--- src/rtl/ctrl_sequencer_if.sv ---
// Sequencer-side bundle: instruction memory, ALU result and register-file controls.
// The master modport is the sequencer. The slave modport is memory/ALU/regfile.
interface ctrl_sequencer_if #(
  parameter int unsigned PC_W = 8
);
  logic            i_start;
  logic [8:0]      i_instr;
  logic [7:0]      i_alu_out;
  logic [PC_W-1:0] o_pc;
  logic [2:0]      o_op;
  logic [2:0]      o_ra_addr;
  logic [2:0]      o_rb_addr;
  logic            o_reg_wr_en_c;
  logic            o_flag;
  logic            o_busy;
  logic            o_done;

  modport master (
    input  i_start, i_instr, i_alu_out,
    output o_pc, o_op, o_ra_addr, o_rb_addr, o_reg_wr_en_c, o_flag, o_busy, o_done
  );

  modport slave (
    output i_start, i_instr, i_alu_out,
    input  o_pc, o_op, o_ra_addr, o_rb_addr, o_reg_wr_en_c, o_flag, o_busy, o_done
  );
endinterface

--- src/rtl/ctrl_sequencer.sv ---
// Three-cycle fetch/decode/execute sequencer for the 8-bit basic processor.
// It drives the PC, the ALU opcode and the register-file controls, and it holds the compare flag.
module ctrl_sequencer #(
  parameter int unsigned     PC_W     = 8,
  parameter logic [PC_W-1:0] START_PC = '0
) (
  input  logic                i_clk,
  input  logic                i_rst,
  ctrl_sequencer_if.master    bus
);

  localparam int unsigned IR_W = 9;

  localparam logic [2:0] S_IDLE   = 3'd0;
  localparam logic [2:0] S_FETCH  = 3'd1;
  localparam logic [2:0] S_DECODE = 3'd2;
  localparam logic [2:0] S_EXEC   = 3'd3;
  localparam logic [2:0] S_HALT   = 3'd4;

  localparam logic [2:0] OP_SNE  = 3'b100;
  localparam logic [2:0] OP_SEQ  = 3'b101;
  localparam logic [2:0] OP_CTRL = 3'b111;
  localparam logic [2:0] CT_HALT = 3'b000;
  localparam logic [2:0] CT_BRF  = 3'b001;

  logic [2:0]      r_state, w_state_nxt;
  logic [PC_W-1:0] r_pc, w_pc_nxt;
  logic [IR_W-1:0] r_ir, w_ir_nxt;
  logic            r_flag, w_flag_nxt;
  logic            r_busy, w_busy_nxt;
  logic            r_done, w_done_nxt;
  logic            w_reg_wr_en;
  logic [2:0]      w_op;
  logic [2:0]      w_ctrl;
  logic [PC_W-1:0] w_br_off;
  logic            w_unused_alu;

  assign w_op     = r_ir[8:6];
  assign w_ctrl   = r_ir[5:3];
  assign w_br_off = {{(PC_W-3){r_ir[2]}}, r_ir[2:0]};

  // Only the compare bit of the ALU result matters here.
  assign w_unused_alu = ^bus.i_alu_out[7:1];

  // Next-state and datapath decode.
  always_comb begin
    w_state_nxt = r_state;
    w_pc_nxt    = r_pc;
    w_ir_nxt    = r_ir;
    w_flag_nxt  = r_flag;
    w_reg_wr_en = 1'b0;

    case (r_state)
      S_IDLE, S_HALT: begin
        if (bus.i_start) begin
          w_state_nxt = S_FETCH;
          w_pc_nxt    = START_PC;
          w_flag_nxt  = 1'b0;
        end
      end
      S_FETCH: w_state_nxt = S_DECODE;
      S_DECODE: begin
        w_ir_nxt    = bus.i_instr;
        w_state_nxt = S_EXEC;
      end
      S_EXEC: begin
        w_state_nxt = S_FETCH;
        w_pc_nxt    = r_pc + PC_W'(1);
        case (w_op)
          OP_SNE, OP_SEQ: w_flag_nxt = bus.i_alu_out[0];
          OP_CTRL: begin
            if (w_ctrl == CT_HALT) begin
              w_state_nxt = S_HALT;
              w_pc_nxt    = r_pc;
            end else if ((w_ctrl == CT_BRF) && r_flag) begin
              w_pc_nxt = r_pc + w_br_off;
            end
          end
          default: w_reg_wr_en = 1'b1;
        endcase
      end
      default: w_state_nxt = S_IDLE;
    endcase

    w_busy_nxt = (w_state_nxt == S_FETCH) || (w_state_nxt == S_DECODE) ||
                 (w_state_nxt == S_EXEC);
    w_done_nxt = (w_state_nxt == S_HALT);
  end

  // State and output registers.
  always_ff @(posedge i_clk or posedge i_rst) begin
    if (i_rst) begin
      r_state <= S_IDLE;
      r_pc    <= START_PC;
      r_ir    <= '0;
      r_flag  <= 1'b0;
      r_busy  <= 1'b0;
      r_done  <= 1'b0;
    end else begin
      r_state <= w_state_nxt;
      r_pc    <= w_pc_nxt;
      r_ir    <= w_ir_nxt;
      r_flag  <= w_flag_nxt;
      r_busy  <= w_busy_nxt;
      r_done  <= w_done_nxt;
    end
  end

  assign bus.o_pc          = r_pc;
  assign bus.o_op          = r_ir[8:6];
  assign bus.o_ra_addr     = r_ir[5:3];
  assign bus.o_rb_addr     = r_ir[2:0];
  assign bus.o_reg_wr_en_c = w_reg_wr_en;
  assign bus.o_flag        = r_flag;
  assign bus.o_busy        = r_busy;
  assign bus.o_done        = r_done;

endmodule

--- src/flat_wrapper.sv ---
// flat-port wrapper written by rule: the top's interface ports become plain ports
module ctrl_sequencer_flat 
#(
  parameter int unsigned     PC_W     = 8,
  parameter logic [PC_W-1:0] START_PC = '0
)
  (i_clk, i_rst, bus_i_start, bus_i_instr, bus_i_alu_out, bus_o_pc, bus_o_op, bus_o_ra_addr, bus_o_rb_addr, bus_o_reg_wr_en_c, bus_o_flag, bus_o_busy, bus_o_done);
  ctrl_sequencer_if #(.PC_W(PC_W)) bus_i ();
  input  logic i_clk;
  input  logic i_rst;
  input wire logic [$bits(bus_i.i_start)-1:0] bus_i_start;
  input wire logic [$bits(bus_i.i_instr)-1:0] bus_i_instr;
  input wire logic [$bits(bus_i.i_alu_out)-1:0] bus_i_alu_out;
  output wire logic [$bits(bus_i.o_pc)-1:0] bus_o_pc;
  output wire logic [$bits(bus_i.o_op)-1:0] bus_o_op;
  output wire logic [$bits(bus_i.o_ra_addr)-1:0] bus_o_ra_addr;
  output wire logic [$bits(bus_i.o_rb_addr)-1:0] bus_o_rb_addr;
  output wire logic [$bits(bus_i.o_reg_wr_en_c)-1:0] bus_o_reg_wr_en_c;
  output wire logic [$bits(bus_i.o_flag)-1:0] bus_o_flag;
  output wire logic [$bits(bus_i.o_busy)-1:0] bus_o_busy;
  output wire logic [$bits(bus_i.o_done)-1:0] bus_o_done;
  assign bus_i.i_start = bus_i_start;
  assign bus_i.i_instr = bus_i_instr;
  assign bus_i.i_alu_out = bus_i_alu_out;
  assign bus_o_pc = bus_i.o_pc;
  assign bus_o_op = bus_i.o_op;
  assign bus_o_ra_addr = bus_i.o_ra_addr;
  assign bus_o_rb_addr = bus_i.o_rb_addr;
  assign bus_o_reg_wr_en_c = bus_i.o_reg_wr_en_c;
  assign bus_o_flag = bus_i.o_flag;
  assign bus_o_busy = bus_i.o_busy;
  assign bus_o_done = bus_i.o_done;
  ctrl_sequencer #(.PC_W(PC_W), .START_PC(START_PC)) u_core (.i_clk(i_clk), .i_rst(i_rst), .bus(bus_i));
endmodule
--- config.mk ---
export PLATFORM = sky130hd
export DESIGN_NAME = ctrl_sequencer_flat
export DESIGN_NICKNAME = d
export VERILOG_FILES = /design/src/rtl/ctrl_sequencer_if.sv /design/src/rtl/ctrl_sequencer.sv /design/src/flat_wrapper.sv
export SDC_FILE = /design/constraint.sdc
export NUM_CORES = 1
export LEC_CHECK = 0
export ABC_CLOCK_PERIOD_IN_PS = 3400
export CAP_MARGIN = 20
export CORE_MARGIN = 1
export CORE_UTILIZATION = 53
export CTS_BUF_LIST = sky130_fd_sc_hd__clkbuf_4
export DETAILED_ROUTE_END_ITERATION = 16
export PLACE_DENSITY_LB_ADDON = 0.15
export SLEW_MARGIN = 0
export SYNTH_ARGS = -nofsm -noshare
export SYNTH_HDL_FRONTEND = slang
export SYNTH_SLANG_ARGS = --single-unit
--- constraint.sdc ---
create_clock -name i_clk -period 3.4 [get_ports i_clk]
set_clock_uncertainty 0.05 [all_clocks]
set_input_delay 0.34 -clock i_clk [delete_from_list [all_inputs] [get_ports i_clk]]
set_output_delay 0.34 -clock i_clk [all_outputs]
set_load 0.02 [all_outputs]
==> metrics.csv <==
stage,metric,value,unit
sta,setup_tns,0,ns
critical_path,CP startpoint,u_core.r_state[2],
sta,RSZ-0062 raised after global routing,false,
power,Leakage,0.789,nW
cells_and_area,fin nets,214,
run,max-cap viol count,0,
clock_network,clock transition at the registers of the reported paths,0.13,ns
critical_path,crit path cell chain,"nand3b_1, a21oi_1, clkdlybuf4s50_1",
yosys,#FFs+latches synth,23,
cells_and_area,Final Instance Area,0.00184,sq mm
clock_network,clock buffer count from CTS,3,
sta,"Slew Viols, Final",0,
floorplanning,I/O pin cnt,41,
place,DP Wirelength,2480,um
power,power per cell area,907,mW/mm^2
cells_and_area,synthesis-to-layout area growth,27.4,%
critical_path,Critical R2R Launch,u_core.bus.o_pc[0],
critical_path,crit path max fanout,12,
critical_path,Worst EP required,3.01,ns
global_route,GR Util All Layers,25.2,%
critical_path,"Slowest-stage cell, CP",clkdlybuf4s50_1,
critical_path,r2r setup slk,1.23,ns
yosys,Synth cell types,44,
floorplanning,Die Width,54.2,um
clock_network,hold_buf cts,0,
sta,Final setup viols,0,
clock_network,Post-CTS Setup Inserts,0,
sta,Max Clock Freq,399,MHz
detailed_routing,vias post-DR,1266,
cells_and_area,Layout fillers,198,
cells_and_area,register area,576,sq um
critical_path,Worst EP arrival,2.11,ns
critical_path,kind of critical path,reg2out,
yosys,number of synthesized flops with an enable pin,0,
global_route,largest net degree at the start of global routing,24,
yosys,syn_nets,177,
yosys,Synthesis Warnings,0,
detailed_routing,number of remaining DRC errors,0,
clock_network,CTS max path bufs,2,
yosys,mean area per synthesized cell,9.76,sq um
critical_path,CP Capture Type,primary output,
sta,worst-margin pin slew,0.846,ns
yosys,"FFs w/ async S/R, synth",100,%
detailed_routing,drt wl/cell,15.1,um
clock_network,H-tree levels,1,
critical_path,Worst Setup Start Kind,register,
global_route,global-route wire length before repair,5180,um
cells_and_area,ANT cells,0,
global_route,grt ovf,0,
critical_path,Max stage delay on crit path,0.63,ns
detailed_routing,1st-iter DRT viols,24,
detailed_routing,Routed WL,3240,um
outcome,outcome,completed,
yosys,Syn Std Cell Area,0.00145,sq mm
floorplanning,Core Box Area,0.00252,sq mm
cells_and_area,share of cells above drive strength 1,9.78,%
place,Setup WS pre-CTS,1.26,ns
global_route,initial antenna violation count,0,
critical_path,reg-to-reg endpoint,u_core.bus.o_pc[6],
detailed_routing,Pre-Repair DR Iteration Count,4,
floorplanning,row count,18,
min_path,Min-Delay Path Class,in2async,
yosys,Post-Synthesis Cells,148,
detailed_routing,vias per inst,5.92,
sta,Fin. Hold Viols,0,
clock_network,CTS tree,built,
detailed_routing,post-route ant nets,0,
critical_path,crit path to,bus_o_reg_wr_en_c,
clock_network,clk_lat worst skew,0.33,ns
cells_and_area,multi-input logic area,831,sq um
sta,min Tclk post-route,2.50,ns
clock_network,clock sinks,23,
clock_network,CTS resizes,0,
yosys,share of the yosys chip area belonging to registers,39.8,%
yosys,Most used DFF post-synth,dfrtp_1,
sta,Setup WS post-layout,0.896,ns
clock_network,Clock Root Buffer,clkbuf_4,
critical_path,worst-case reg-to-reg path depth,7,
place,Port Buffer Count,33,
floorplanning,area of the die,0.00294,sq mm
global_route,vias in the first global route,1227,
place,Placed Area,0.00181,sq mm
floorplanning,die height,54.2,um
sta,Slew HR,43.5,%
sta,Final period util,73.7,%
power,maximum vdd ir drop,0.670,mV
place,placer congestion estimate,0.829,
floorplanning,Starting Density,57.3,%
-- critical path, delay by kind of cell (launching register included) --
kind            cells  cell delay, ns
flops               1            0.45
buf+inv             1            0.63
compound gates      1            0.25
simple gates        1            0.46
-- kinds of logic (layout without fill, tap and decap cells) --
logic type / count (synthesis) / count (layout) / synth area share (%)
XOR/XNOR: 7 / 7 / 4.24
multiplexers: 10 / 10 / 7.62
flip-flops: 23 / 23 / 39.8
AND/OR/NAND/NOR: 46 / 46 / 17.7
buffers and inverters: 10 / 46 / 2.68
adder cells (fa/ha/maj): 9 / 9 / 8.31
AO/OA/AOI/OAI: 43 / 43 / 19.7
-- final cells by class --
class                      count  share of cell area, %
tap                           30                   2.04
clock inverter                 1                  0.408
clock buffer                   3                   1.22
multi-input combinational    115                   45.1
inverter                       8                   1.63
sequential                    23                   31.2
timing repair buffer          34                   18.3
-- report_power, final --
| group | internal [mW] | switching, mW | leakage [nW] | total, mW |
|---|---|---|---|---|
| Sequential | 0.379 | 0.171 | 0.290 | 0.550 |
| Combinational | 0.478 | 0.505 | 0.486 | 0.983 |
| Clock | 0.0451 | 0.0914 | 0.0139 | 0.137 |
| Total | 0.902 | 0.768 | 0.789 | 1.67 |
-- per-stage QoR --
step | instances | hold slack, ns | utilization [%] | total power [mW]
floorplan | 148 | 0.292 | - | 1.18
global placement | 210 | 0.446 | 71.8 | 1.49
detailed placement | 210 | 0.457 | 71.8 | 1.54
CTS | 214 | 0.450 | 73.0 | 1.68
global route | 214 | 0.494 | 73.0 | 1.80
finish | 214 | 0.413 | 73.0 | 1.67
-- flip-flops by register name, summed over array words and instances (netlist names) --
name and count:
u_core.r_ir 9, u_core.r_state 3, u_core.bus.o_flag 1, u_core.bus.o_done 1, u_core.bus.o_busy 1, u_core.bus.o_pc 8
-- cell usage after synthesis, types with 2 or more instances --
| master | instances | area [sq um] |
|---|---|---|
| nand2b_1 | 3 | 18.8 |
| inv_1 | 8 | 30.0 |
| o211ai_1 | 2 | 15.0 |
| nor3b_1 | 2 | 15.0 |
| and2_1 | 2 | 12.5 |
| dfrtp_1 | 23 | 576 |
| nand3_1 | 6 | 30.0 |
| nor2_1 | 12 | 45.0 |
| xnor2_1 | 3 | 26.3 |
| ha_1 | 8 | 100 |
| mux2i_1 | 2 | 20.0 |
| a21oi_1 | 13 | 65.1 |
| o22ai_1 | 3 | 18.8 |
| a211oi_1 | 2 | 15.0 |
| o21ai_0 | 8 | 40.0 |
| mux2_2 | 8 | 90.1 |
| o32a_1 | 2 | 20.0 |
| nand3b_1 | 2 | 15.0 |
| nand2_1 | 10 | 37.5 |
| xor2_1 | 4 | 35.0 |
| o31ai_1 | 2 | 15.0 |
-- how the worst min path moves through the flow --
stage                       from           endpoint  slack [ns]  depth (start not counted)
3_3_place_gp   u_core.r_state[2]  u_core.r_state[1]        0.45                          1
5_1_grt                    i_rst     u_core.r_ir[7]        0.49                          2
6_report                   i_rst     u_core.r_ir[7]        0.41                          2
3_5_place_dp   u_core.r_state[2]  u_core.r_state[1]        0.46                          1
4_1_cts                    i_rst     u_core.r_ir[6]        0.45                          2
2_1_floorplan              i_rst  u_core.bus.o_busy        0.29                          1
-- layer usage --
layer	up-vias	track usage [%]	share of wire (%)
met4	0	13.2	1.7
met2	33	42.5	50
met5	-	0	0
met3	4	4.44	4.6
met1	611	30.6	44
li1	618	-	-
-- cells in the final DEF, fill, tap and decap left out, types with 3 or more instances in the layout --
cell / netlist / final
a21oi_1: 13 / 13
clkbuf_4: 0 / 3
clkdlybuf4s50_1: 0 / 33
dfrtp_1: 23 / 23
ha_1: 8 / 8
inv_1: 8 / 8
mux2_2: 8 / 8
nand2_1: 10 / 10
nand2b_1: 3 / 3
nand3_1: 6 / 6
nor2_1: 12 / 12
o21ai_0: 8 / 8
o22ai_1: 3 / 3
xnor2_1: 3 / 3
xor2_1: 4 / 4
Note: power is estimated with default switching activity, not from simulation.
